`src/rtl/dram_ctrl_pkg.sv`:
```
// dram_ctrl_pkg: shared state encoding and geometry of the byte DRAM lane arbiter
package dram_ctrl_pkg;
  typedef enum logic [1:0] {IDLE, ISSUE, WAIT, RESP} state_t;
  localparam int LANES_PER_GROUP = 8;
  localparam int NUM_LANES = 16;
  localparam int ADDR_W = 64;
  localparam int DATA_W = 8;
  localparam int DRAM_WAIT_CYCLES = 20;
endpackage

```
`src/rtl/dram_batch_select.sv`:
```
// dram_batch_select: picks the direction to serve and the batch of requesters pending in it
module dram_batch_select #(
  parameter int NUM_REQ = 4
) (
  input  logic [NUM_REQ-1:0] req_valid,
  input  logic [NUM_REQ-1:0] req_rdwr,
  input  logic               dir_pri,
  output logic [NUM_REQ-1:0] batch,
  output logic               dir,
  output logic               toggle
);
  logic [NUM_REQ-1:0] rd, wr;
  always_comb begin
    rd = req_valid & req_rdwr;
    wr = req_valid & ~req_rdwr;
    toggle = |rd && |wr;
    dir = toggle ? ~dir_pri : |rd;
    batch = dir ? rd : wr;
  end
endmodule

```
`src/rtl/dram_lane_arbiter.sv`:
```
// dram_lane_arbiter: batches same-direction requests onto DRAM lane group 0, one transaction at a time
module dram_lane_arbiter
  import dram_ctrl_pkg::*;
#(
  parameter int NUM_REQ     = 4,
  parameter int WAIT_CYCLES = DRAM_WAIT_CYCLES,
  parameter int TIMEOUT     = 8
) (
  input  logic                          clk,
  input  logic                          reset_n,
  input  logic [NUM_REQ-1:0]            req_valid,
  input  logic [NUM_REQ-1:0]            req_rdwr,
  input  logic [NUM_REQ*ADDR_W-1:0]     req_addr,
  input  logic [NUM_REQ*DATA_W-1:0]     req_wdata,
  output logic [NUM_REQ-1:0]            req_ready,
  output logic [NUM_REQ-1:0]            resp_valid,
  output logic [NUM_REQ*DATA_W-1:0]     resp_rdata,
  output logic                          resp_err,
  output logic                          busy,
  output logic [NUM_LANES-1:0]          dram_en,
  output logic [1:0]                    dram_rdwr,
  output logic [NUM_LANES*ADDR_W-1:0]   dram_addr,
  output logic [NUM_LANES*DATA_W-1:0]   dram_data_in,
  input  logic [NUM_LANES*DATA_W-1:0]   dram_data_out,
  input  logic [NUM_LANES-1:0]          dram_valid
);
  localparam int CNT_W = $clog2(WAIT_CYCLES + TIMEOUT + 1);
  state_t state;
  logic [NUM_REQ-1:0] sel, batch;
  logic sel_dir, toggle, dir, dir_pri, hit, done, unused_hi;
  logic [CNT_W-1:0] cnt;
  logic [NUM_REQ*ADDR_W-1:0] addr_q;
  logic [NUM_REQ*DATA_W-1:0] wdata_q;
  dram_batch_select #(.NUM_REQ(NUM_REQ)) u_sel (
    .req_valid(req_valid),
    .req_rdwr (req_rdwr),
    .dir_pri  (dir_pri),
    .batch    (sel),
    .dir      (sel_dir),
    .toggle   (toggle)
  );
  assign req_ready = state == IDLE ? sel : '0;
  assign busy = state != IDLE;
  assign dram_rdwr = {1'b0, dir};
  assign dram_addr = (NUM_LANES*ADDR_W)'(addr_q);
  assign dram_data_in = (NUM_LANES*DATA_W)'(wdata_q);
  assign hit = dir && |(dram_valid[NUM_REQ-1:0] & batch);
  // writes complete blindly after the fixed latency; reads get TIMEOUT extra cycles
  assign done = dir ? cnt == CNT_W'(WAIT_CYCLES + TIMEOUT) : cnt == CNT_W'(WAIT_CYCLES);
  assign unused_hi = ^{dram_valid[NUM_LANES-1:NUM_REQ], dram_data_out[NUM_LANES*DATA_W-1:NUM_REQ*DATA_W]};
  always_ff @(posedge clk or negedge reset_n)
    if (!reset_n) begin
      state <= IDLE;
      batch <= '0;
      dir <= 1'b0;
      dir_pri <= 1'b0;
      cnt <= '0;
      addr_q <= '0;
      wdata_q <= '0;
      dram_en <= '0;
      resp_valid <= '0;
      resp_err <= 1'b0;
      resp_rdata <= '0;
    end else begin
      dram_en <= '0;
      resp_valid <= '0;
      resp_err <= 1'b0;
      case (state)
        IDLE: if (|sel) begin
          state <= ISSUE;
          batch <= sel;
          dir <= sel_dir;
          dir_pri <= dir_pri ^ toggle;
          addr_q <= req_addr;
          wdata_q <= req_wdata;
          dram_en <= NUM_LANES'(sel);
        end
        ISSUE: begin
          state <= WAIT;
          cnt <= '0;
        end
        WAIT: if (hit) begin
          state <= RESP;
          resp_valid <= batch;
          for (int i = 0; i < NUM_REQ; i++)
            if (batch[i]) resp_rdata[i*DATA_W +: DATA_W] <= dram_data_out[i*DATA_W +: DATA_W];
        end else if (done) begin
          state <= RESP;
          resp_valid <= batch;
          resp_err <= dir;
        end else cnt <= cnt + 1'b1;
        default: state <= IDLE;
      endcase
    end
endmodule

```
`config.mk`:
```
export PLATFORM = sky130hd
export DESIGN_NAME = dram_lane_arbiter
export DESIGN_NICKNAME = d
export VERILOG_FILES = /design/src/rtl/dram_ctrl_pkg.sv /design/src/rtl/dram_batch_select.sv /design/src/rtl/dram_lane_arbiter.sv
export SDC_FILE = /design/constraint.sdc
export NUM_CORES = 1
export LEC_CHECK = 0
export CORE_AREA = 8 8 636 638
export DETAILED_ROUTE_END_ITERATION = 12
export DIE_AREA = 0 0 644 646
export GPL_ROUTABILITY_DRIVEN = 0
export SLEW_MARGIN = 10
export SYNTH_ARGS = -nofsm -noshare
export SYNTH_HDL_FRONTEND = slang
export SYNTH_SLANG_ARGS = --single-unit
export TNS_END_PERCENT = 10
```
`constraint.sdc`:
```
create_clock -name clk -period 2.8 [get_ports clk]
set_input_delay 0.42 -clock clk [delete_from_list [all_inputs] [get_ports clk]]
set_output_delay 0.42 -clock clk [all_outputs]
set_load 0.03 [all_outputs]
```
==> impl_results.md, run 1 <==
* Outcome: complete, no violations
* Fin. max-slew vios at 0
* Vias post-DR at 12,480
* Antenna-violating nets left at 0
* Dpl hpwl at 160,100 um
* Synth Area per Inst at 11.78 sq um
* Unrepaired setup endpoints after global routing: true
* Post-synthesis xor/xnor area fraction at 0.2244%
* Ys async rst share at 100.0%
* Cell taking the most area after synthesis: dfrtp_1
* Post-synth top area share at 43.86%
* Largest net degree at the start of global routing at 77
* Simple-Gate Fraction of Synth Area at 1.231%
* Most frequent cells in the layout: conb_1, clkdlybuf4s50_1, dfrtp_1
* Share of layout cells above drive strength 1 at 12.53%
* WP data required at 2.38 ns
* Synth Flop Type: dfrtp_1
* Die Span X at 644 um
* Remaining Overflow, GRT at 0
* Die area at 0.4160 sq mm
* First-pass GRT wire length at 197,800 um
* Leakage at 12.57 nW
* Synth area leaders: dfrtp_1, buf_4, mux2_1
* Min-delay worst type: in -> async
* Sink Count at 342
* Post-synthesis mux area share at 18.73%
* Vias in the first global route at 12,330
* Post-synthesis sequential area ratio at 43.86%
* Period utilization at 99.21%
* Setup Viol. Count Final at 0
* Total wire length at 173,000 um
* Row Count at 231
* Synthesized flop and latch total at 342
* Post-synth EDFFs at 0
* CP endpoint kind: primary output
* DRC Markers at 0
* Cts bufs inserted at 50
* Iteration-0 DRC Markers at 496
* Clock-pin slew on the worst setup and hold paths at 0.05 ns
* Fin cells at 7,741
* Mapped Area at 0.01951 sq mm
* Hold Vio Cnt, Final at 0
* Initial antenna violation count at 196
* Signal arrival time at the worst endpoint at 2.36 ns
* Max IR drop VDD at 787.6 uV
* Tmin final at 2.778 ns
* Initial core utilization at 4.950%
* Complex-gate fraction of the synthesized area at 0.6668%
* R2R cell count at 8
* Vias per cell at 1.612
* Worst slack, placed at -0.4943 ns
* Synth Area in Adders at 0.3206%
* YS warnings at 0
* Max-Cap Viols at 0
* Critical path class: in -> out
* Synth cell types at 30
* GR Util All Layers at 7.857%
* Placed cell count at 7,580
* Die height at 646 um
* Slew of the pin with the lowest slew margin at 0.8291 ns
* Wirelength per Cell at 22.35 um
* Top fanout value on the critical path at 5
* Clock Tree Buf Depth at 3
* Clk root buf: clkbuf_16
* CTS H-Tree Depth at 2
* Skew-Pair Late Insertion Delay at 0.71 ns
* Layout Nets at 2,840
* Pwr/cell area at 1176 mW/mm^2
* Setup slack after layout at 0.02204 ns
* # IOs at 1,654
* DRT Pass-1 Iters at 4
* Area of the core at 0.3942 sq mm
* Count of input and output buffers at 668
* Max_slew headroom at 44.55%
* Area Growth Syn to Fin at 63.05%
* Setup tns final at 0 ns
* Number of cells produced by synthesis at 1,657
* CTS tree: built
* Nature of the critical path startpoint: input port
* Fmax at 0.3600 GHz
* Most common cell after layout, fill and taps aside: conb_1
* Main combinational cell family by area after synthesis: buffers and inverters
* Clk_skew at 0.04120 ns
-- cells in the mapped netlist (2+ instances only) --
cell type / instances
a21o_1: 4
a22oi_1: 3
and2_1: 12
and3_1: 2
buf_2: 18
buf_4: 892
clkbuf_1: 2
dfrtp_1: 342
ha_1: 5
inv_1: 7
mux2_1: 254
mux2_2: 67
mux2i_1: 4
nand2_1: 11
nand2b_1: 5
nand3_1: 7
nand4_1: 2
o21ai_0: 5
xnor2_1: 3
xor2_1: 2
-- critical path, cell delays in order --
cell             delay (ns)
clkdlybuf4s50_1        0.41
nand2b_1               0.17
and4_4                 0.21
o21ai_4                0.29
mux2i_2                0.36
buf_4                  0.18
and2_1                 0.18
buf_12                 0.13
-- metal layers --
layer | GRT usage, % | vias up | routed length (um)
li1 | - | 5218 | -
met1 | 7.212 | 5913 | 54430
met2 | 13.13 | 955 | 80870
met3 | 7.211 | 307 | 32970
met4 | 1.171 | 86 | 4209
met5 | 0 | - | 571
-- what timing repair did --
action	4_1_cts	5_1_grt
cloned	0	0
pin swaps	0	1
hold endpoints to repair	91	0
setup buffers	0	2
gates resized for setup	4	7
hold buffers	1	0
endpoints found under the setup margin	2	4
-- report_power, final --
group | switching [W] | internal, W | total (W)
registers | 0.00144 | 0.00742 | 0.00886
logic | 0.0143 | 0.00658 | 0.0209
clock network | 0.00292 | 0.00472 | 0.00764
-- final cells by class --
cell class | count | area, sq um
diodes | 64 | 160.2
multi-input cells | 1272 | 7470
clock inverters | 30 | 509.2
flip-flops and latches | 342 | 8558
clock buffers | 64 | 1425
inverters | 7 | 26.28
well taps | 5242 | 6559
repair buffers | 720 | 7111
fillers | 45930 | 362400
-- registers in the layout (all words and copies together) (netlist names), 2 cells and up --
signal / cells
addr_q: 256
resp_rdata: 32
wdata_q: 32
cnt: 5
batch: 4
dram_en: 4
resp_valid: 4
state: 2
-- path summary, 6_finish.rpt --
path | from | to | slack (ns)
max in group asynchronous | reset_n | addr_q[225]$_DFFE_PN0P_ | 1.63
min in group clk | req_wdata[30] | wdata_q[30]$_DFFE_PN0P_ | 0.30
setup reg to reg | dir_pri$_DFFE_PN0P_ | addr_q[228]$_DFFE_PN0P_ | 0.25
hold / removal | reset_n | wdata_q[6]$_DFFE_PN0P_ | 0.21
hold reg to reg | addr_q[88]$_DFFE_PN0P_ | addr_q[88]$_DFFE_PN0P_ | 0.49
setup / recovery | req_rdwr[1] | req_ready[1] | 0.02
-- metrics by stage --
stage / power, W / hold WS, ns / instance area, sq um / utilization, %
detailed placement: 0.03105 / 0.3361 / 29650 / 7.521
finish: 0.03741 / 0.2076 / 31820 / 8.071
global placement: 0.03096 / 0.3347 / 29650 / 7.521
global route: 0.03980 / 0.1612 / 31670 / 8.034
CTS: 0.03920 / 0.1061 / 31620 / 8.020
floorplan: 0.01935 / 0.1244 / 22800 / -
-- kinds of logic (layout without fill, tap and decap cells) --
kind of cell | Yosys count | in the layout
buffers and inverters | 919 | 821
muxes | 325 | 325
AOI/OAI and AO/OA | 16 | 16
and+or+nand+nor | 44 | 44
other | 1 | 941
xor gates and xnor gates | 5 | 5
adders and majority gates | 5 | 5
DFF | 342 | 342
(Power assumes the default switching activity.)
==> run 2, diff against run 1 <==
MAX_ROUTING_LAYER = met4   (was unset)
clock period = 3.38 ns   (was 2.8 ns; I/O delays follow)
==> run 2 against run 1 <==
Register-to-register slack improved by 0.53 ns; power decreased by 19%; largest power group unchanged; critical path depth increased by 1.
==> impl_results.md, run 2 (synthesized netlist as in run 1, its figures left out) <==
* First-pass GRT wire length at 198,300 um (was 197,800 um)
* Reg2reg start: dir_pri$_DFFE_PN0P_ (unchanged)
* Top fanout value on the critical path at 5 (unchanged)
* Count of input and output buffers at 668 (unchanged)
* Pwr/cell area at 958.3 mW/mm^2 (was 1176 mW/mm^2)
* Sink Count at 342 (unchanged)
* Largest register by flop count: addr_q (unchanged)
* Total Power at 0.03027 W (was 0.03741 W)
* Unrepaired setup endpoints after global routing: false (was true)
* Total wire length at 172,700 um (was 173,000 um)
* Leakage at 12.30 nW (was 12.57 nW)
* Largest net degree at the start of global routing at 77 (unchanged)
* CP endpoint kind: primary output (unchanged)
* Share of layout cells above drive strength 1 at 9.128% (was 12.53%)
* Critical path's slowest cell: clkdlybuf4s50_1 (unchanged)
* Initial core utilization at 4.950% (unchanged)
* Max_slew headroom at 41.65% (was 44.55%)
* Area of the core at 0.3942 sq mm (unchanged)
* Top flop regs: addr_q: 256 flops, resp_rdata: 32 flops, wdata_q: 32 flops (unchanged)
* Setup Viol. Count Final at 0 (unchanged)
* Period utilization at 92.13%
* Critical-path cell list: clkdlybuf4s50_1 > nand2b_1 > and4_1 > o21ai_2 > buf_4 > mux2i_1 > buf_4 > and2_1 > buf_12 (was clkdlybuf4s50_1 > nand2b_1 > and4_4 > o21ai_4 > mux2i_2 > buf_4 > and2_1 > buf_12)
* Critical path class: in -> out (unchanged)
* Layout Nets at 2,829 (was 2,840)
* Crit path largest cell delay at 0.41 ns (about the same)
* Seq pwr share at 24.3% (was 23.7%)
* Vias in the first global route at 12,250 (was 12,330)
* Initial antenna violation count at 195 (was 196)
* Fillers at 45,920 (was 45,930)
* Internal power consumption at 0.01491 W (was 0.01872 W)
* Signal arrival time at the worst endpoint at 2.61 ns (was 2.36 ns)
* Row Count at 231 (unchanged)
* Dpl hpwl at 159,600 um (was 160,100 um)
* Iteration-0 DRC Markers at 574 (was 496)
* Most common cell after layout, fill and taps aside: conb_1 (unchanged)
* Nature of the critical path startpoint: input port (unchanged)
* Top cell by count, worst path: buf_4
* CTS H-Tree Depth at 2 (unchanged)
* R2R cell count at 8 (unchanged)
* Slew of the pin with the lowest slew margin at 0.8724 ns (was 0.8291 ns)
* Max-Cap Viols at 0 (unchanged)
* Clock power share at 18.4% (was 20.4%)
* Cts bufs inserted at 50 (unchanged)
* R2R Setup Slk at 0.78 ns (was 0.25 ns)
* Clk root buf: clkbuf_16 (unchanged)
* Sw power at 0.01536 W (was 0.01869 W)
* Vias per cell at 1.596 (was 1.612)
* Fmax at 0.3211 GHz
* WP data required at 2.87 ns (was 2.38 ns)
* Clock-pin slew on the worst setup and hold paths at 0.05 ns (about the same)
* Remaining Overflow, GRT at 0 (unchanged)
* Setup tns final at 0 ns (unchanged)
* Comb power frac at 57.2% (was 55.9%)
* RR Endpoint: addr_q[4]$_DFFE_PN0P_ (was addr_q[228]$_DFFE_PN0P_)
* Die area at 0.4160 sq mm (unchanged)
* Clk_skew at 0.05947 ns (was 0.04120 ns)
* Die height at 646 um (unchanged)
* DRT Pass-1 Iters at 4 (unchanged)
* Skew-Pair Late Insertion Delay at 0.73 ns (was 0.71 ns)
* Most frequent cells in the layout: conb_1, clkdlybuf4s50_1, dfrtp_1 (unchanged)
* Wirelength per Cell at 22.29 um (was 22.35 um)
* Switching share of power at 50.74% (was 49.95%)
* Outcome: complete, no violations (unchanged)
* DRC Markers at 0 (unchanged)
* Hold Slack at 0.2779 ns (was 0.2076 ns)
* CTS tree: built (unchanged)
* # IOs at 1,654 (unchanged)
* Clock Tree Buf Depth at 3 (unchanged)
* Max reg flops at 256 (unchanged)
* Placement Cell Area at 0.02968 sq mm (was 0.02965 sq mm)
* Area Growth Syn to Fin at 61.87% (was 63.05%)
* Setup Fix Bufs, Post-CTS at 0 (unchanged)
* GR Util All Layers at 8.090% (was 7.857%)
* Min-delay worst type: in -> async (unchanged)
* Finished layout cell area at 0.03159 sq mm (was 0.03182 sq mm)
* Tmin final at 3.114 ns
* Hold Vio Cnt, Final at 0 (unchanged)
* Die Span X at 644 um (unchanged)
* Antenna-violating nets left at 0 (unchanged)
* Post-Route Utilization at 8.012% (was 8.071%)
* Max IR drop VDD at 499.2 uV (was 787.6 uV)
* Vias post-DR at 12,370 (was 12,480)
* Fin. max-slew vios at 0 (unchanged)
-- run 2: changes by cell type in the layout (fill, tap and decap cells not counted), sizes merged --
cell           delta
buf              -67
clkbuf            +2
clkinvlp          +2
clkdlybuf4s50    +56
diode            +23
bufinv            -8
clkinv            +8
inv               -7
-- run 2: worst max-delay path, delay by kind of cell --
kind | cells | cell delay (ns)
buffers and inverters | 4 | 0.90
and+or+nand+nor | 3 | 0.58
muxes | 1 | 0.34
AOI/OAI and AO/OA | 1 | 0.26
-- run 2: through the flow --
step / cells / setup slack (ns)
after global routing: 7729 / 0.1375
after floorplan: 2533 / 0.7621
final: 7750 / 0.2660
after detailed placement: 7571 / -0.09853
after global placement: 7571 / -0.05298
after CTS: 7663 / 0.2437
-- run 2: timing repair --
item	in CTS	in global routing
hold buffers	1	0
endpoints found under the hold margin	44	0
resized for setup	0	0
-- run 2: area by class of cell --
type / count / area (sq um) / area share (%)
Clock inverter: 25 / 304.0 / 0.9626
Tap cell: 5242 / 6559 / 20.76
Antenna cell: 87 / 217.7 / 0.6892
Sequential cell: 342 / 8558 / 27.09
Inverter: 7 / 26.28 / 0.08318
Multi-Input combinational cell: 1272 / 7423 / 23.50
Timing Repair Buffer: 709 / 7127 / 22.56
Clock buffer: 66 / 1371 / 4.341
-- run 2: metal layers --
layer  track usage [%]  vias up  routed length [um]
li1                  -     5232                   -
met1             7.611     5950               57570
met2             13.28      973               81680
met3             6.453      213               29820
met4             1.040        0                3640
met5                 -        -                   0
-- run 2: worst max path at each step --
| stage | startpoint | endpoint | slack, ns | depth (start not counted) |
|---|---|---|---|---|
| global placement | req_rdwr[1] | addr_q[43]$_DFFE_PN0P_ | -0.05 | 10 |
| global route | req_rdwr[1] | req_ready[3] | 0.14 | 9 |
| detailed placement | req_rdwr[1] | wdata_q[26]$_DFFE_PN0P_ | -0.1 | 10 |
| CTS | req_rdwr[1] | req_ready[3] | 0.24 | 9 |
| floorplan | req_rdwr[1] | addr_q[41]$_DFFE_PN0P_ | 0.76 | 8 |
| finish | req_rdwr[1] | req_ready[3] | 0.27 | 9 |
-- run 2: power groups by stage --
stage          Sequential (W)  Combinational, W  Clock, W
6_report              0.00736            0.0173   0.00558
5_1_grt               0.00766            0.0186   0.00605
4_1_cts               0.00740            0.0185   0.00598
3_5_place_dp          0.00743            0.0185         0
3_3_place_gp          0.00733            0.0185         0
2_1_floorplan          0.0110           0.00498         0
==> run 3, diff against run 2 <==
CELL_PAD_IN_SITES_DETAIL_PLACEMENT = 0   (was unset)
CELL_PAD_IN_SITES_GLOBAL_PLACEMENT = 2   (was unset)
CORE_AREA = 8 8 642 644   (was 8 8 636 638)
DIE_AREA = 0 0 650 652   (was 0 0 644 646)
PLACE_DENSITY_LB_ADDON = 0.1   (was unset)
==> run 3 against run 2 <==
Combinational power shrank 7%; via count shrank 0.29%; clock power increased by 37%; critical endpoint is now req_ready[2]; first-iteration DRC count fell by 53%; largest power group unchanged; wire length decreased by 17%; power rose by 2.9%; cell area rose by 3.2%; sequential power rose by 0.7%; flip-flop and latch count unchanged; clock skew is 0.015 ns lower.
==> impl_results.md, run 3 (synthesized netlist as in run 1, its figures left out) <==
* Initial antenna violation count at 102 (was 195)
* RR Endpoint: addr_q[196]$_DFFE_PN0P_ (was addr_q[4]$_DFFE_PN0P_)
* CP endpoint kind: primary output (unchanged)
* Dpl hpwl at 123,300 um (was 159,600 um)
* DRC Markers at 0 (unchanged)
* Wirelength per Cell at 18.42 um (was 22.29 um)
* Vias post-DR at 12,330 (was 12,370)
* Post-Route Utilization at 8.117% (was 8.012%)
* Area Growth Syn to Fin at 66.99% (was 61.87%)
* Clock-pin slew on the worst setup and hold paths at 0.04 ns (was 0.05 ns)
* R2R cell count at 8 (unchanged)
* Iteration-0 DRC Markers at 267 (was 574)
* Leakage at 12.74 nW (was 12.30 nW)
* Vias per cell at 1.576 (was 1.596)
* Worst setup endpoint: req_ready[2] (was req_ready[3])
* CTS resizes at 0 (unchanged)
* R2R Setup Slk at 0.55 ns (was 0.78 ns)
* Most frequent cells in the layout: conb_1, clkdlybuf4s50_1, dfrtp_1 (unchanged)
* Period utilization at 92.21% (was 92.13%)
* Outcome: complete, no violations (unchanged)
* Critical path class: in -> out (unchanged)
* CTS Hold Bufs at 1 (unchanged)
* Layout Nets at 2,872 (was 2,829)
* Most common cell after layout, fill and taps aside: conb_1 (unchanged)
* Largest net degree at the start of global routing at 58 (was 77)
* Share of layout cells above drive strength 1 at 9.539% (was 9.128%)
* Top fanout value on the critical path at 5 (unchanged)
* Max reg flops at 256 (unchanged)
* Area of the core at 0.4014 sq mm (was 0.3942 sq mm)
* Count of input and output buffers at 668 (unchanged)
* Pwr/cell area at 956.1 mW/mm^2 (was 958.3 mW/mm^2)
* CTS H-Tree Depth at 3 (was 2)
* Remaining Overflow, GRT at 0 (unchanged)
* Fmax at 0.3208 GHz (was 0.3211 GHz)
* Max IR drop VDD at 286.3 uV (was 499.2 uV)
* Antenna-violating nets left at 0 (unchanged)
* Vias in the first global route at 14,010 (was 12,250)
* DRT Pass-1 Iters at 4 (unchanged)
* Min-delay worst type: in -> async (unchanged)
* Fin. max-slew vios at 0 (unchanged)
* Clock Tree Buf Depth at 4 (was 3)
* Die Span X at 650 um (was 644 um)
* Cts bufs inserted at 72 (was 50)
* Clk_skew at 0.04442 ns (was 0.05947 ns)
* Unrepaired setup endpoints after global routing: false (unchanged)
* Signal arrival time at the worst endpoint at 2.61 ns (about the same)
* Hold Vio Cnt, Final at 0 (unchanged)
* Skew-Pair Late Insertion Delay at 0.74 ns (was 0.73 ns)
* Row Count at 233 (was 231)
* Max_slew headroom at 39.11% (was 41.65%)
* Top flop regs: addr_q: 256 flops, resp_rdata: 32 flops, wdata_q: 32 flops (unchanged)
* WP data required at 2.87 ns (about the same)
* Reg2reg start: dir_pri$_DFFE_PN0P_ (unchanged)
* Sink Count at 342 (unchanged)
* Largest register by flop count: addr_q (unchanged)
* Total wire length at 144,100 um (was 172,700 um)
* Crit path launch: req_rdwr[2] (was req_rdwr[1])
* Initial core utilization at 4.861% (was 4.950%)
* # IOs at 1,654 (unchanged)
* Clk root buf: clkbuf_16 (unchanged)
* First-pass GRT wire length at 175,900 um (was 198,300 um)
* Hold Slack at 0.3475 ns (was 0.2779 ns)
* GR Util All Layers at 6.633% (was 8.090%)
* Die height at 652 um (was 646 um)
* Placement Cell Area at 0.03006 sq mm (was 0.02968 sq mm)
* Nature of the critical path startpoint: input port (unchanged)
* Tmin final at 3.117 ns (was 3.114 ns)
* Setup Fix Bufs, Post-CTS at 0 (unchanged)
* Slew of the pin with the lowest slew margin at 0.9134 ns (was 0.8724 ns)
* CTS tree: built (unchanged)
* Finished layout cell area at 0.03259 sq mm (was 0.03159 sq mm)
* Max-Cap Viols at 0 (unchanged)
* Setup Viol. Count Final at 0 (unchanged)
* Die area at 0.4238 sq mm (was 0.4160 sq mm)
run 3: cell count changes in the layout (fill, tap and decap cells not counted), sizes merged:
cell | before | now
clkbuf | 66 | 107
clkdlybuf4s50 | 637 | 663
diode | 87 | 62
clkinv | 16 | 7
buf | 71 | 66
bufinv | 4 | 7
clkinvlp | 4 | 2
inv | 8 | 7
run 3: worst min-delay path by stage:
stage / start / to / slack [ns] / cells past startpoint
3_3_place_gp: dir_pri$_DFFE_PN0P_ / dir_pri$_DFFE_PN0P_ / 0.47 / 1
5_1_grt: req_addr[23] / addr_q[23]$_DFFE_PN0P_ / 0.27 / 2
2_1_floorplan: reset_n / addr_q[0]$_DFFE_PN0P_ / 0.21 / 0
6_report: reset_n / addr_q[2]$_DFFE_PN0P_ / 0.35 / 2
4_1_cts: req_addr[229] / addr_q[229]$_DFFE_PN0P_ / 0.22 / 2
3_5_place_dp: dir_pri$_DFFE_PN0P_ / dir_pri$_DFFE_PN0P_ / 0.47 / 1
run 3: layout make-up:
class,instances,area [sq um]
timing repair buffer,730,7450
multi-input combinational,1272,7423
tap,5287,6615
sequential,342,8558
antenna,62,155.1
clock inverter,16,282.8
inverter,7,26.28
clock buffer,107,2074
fill,46660,368900
run 3: critical path, cell delays in order:
cell	delay, ns
clkdlybuf4s50_1	0.43
nand2b_1	0.17
and4_1	0.23
o21ai_2	0.32
mux2i_1	0.42
buf_4	0.18
and2_1	0.20
buf_12	0.15
run 3: metrics by stage:
| step | setup slack (ns) | TNS [ns] | power [W] | cells |
|---|---|---|---|---|
| 3_3_place_gp | -0.5073 | -120.44 | 0.02451 | 7637 |
| 5_1_grt | 0.1392 | 0 | 0.03320 | 7808 |
| 4_1_cts | 0.1999 | 0 | 0.03280 | 7761 |
| 6_report | 0.2633 | 0 | 0.03115 | 7823 |
| 2_1_floorplan | 0.7621 | 0 | 0.01603 | 2533 |
| 3_5_place_dp | -0.4463 | -99.67 | 0.02441 | 7637 |
run 3: power by group:
| group | switching (W) | internal (W) |
|---|---|---|
| combinational | 0.0103 | 0.00580 |
| sequential | 0.00125 | 0.00615 |
| clock | 0.00287 | 0.00475 |
| total | 0.0144 | 0.0167 |
run 3: layer usage:
layer | track usage, % | share of wire [%]
met5 | - | 0
met4 | 1.810 | 3.0
met3 | 2.910 | 7.1
met2 | 12.30 | 54
met1 | 6.201 | 36
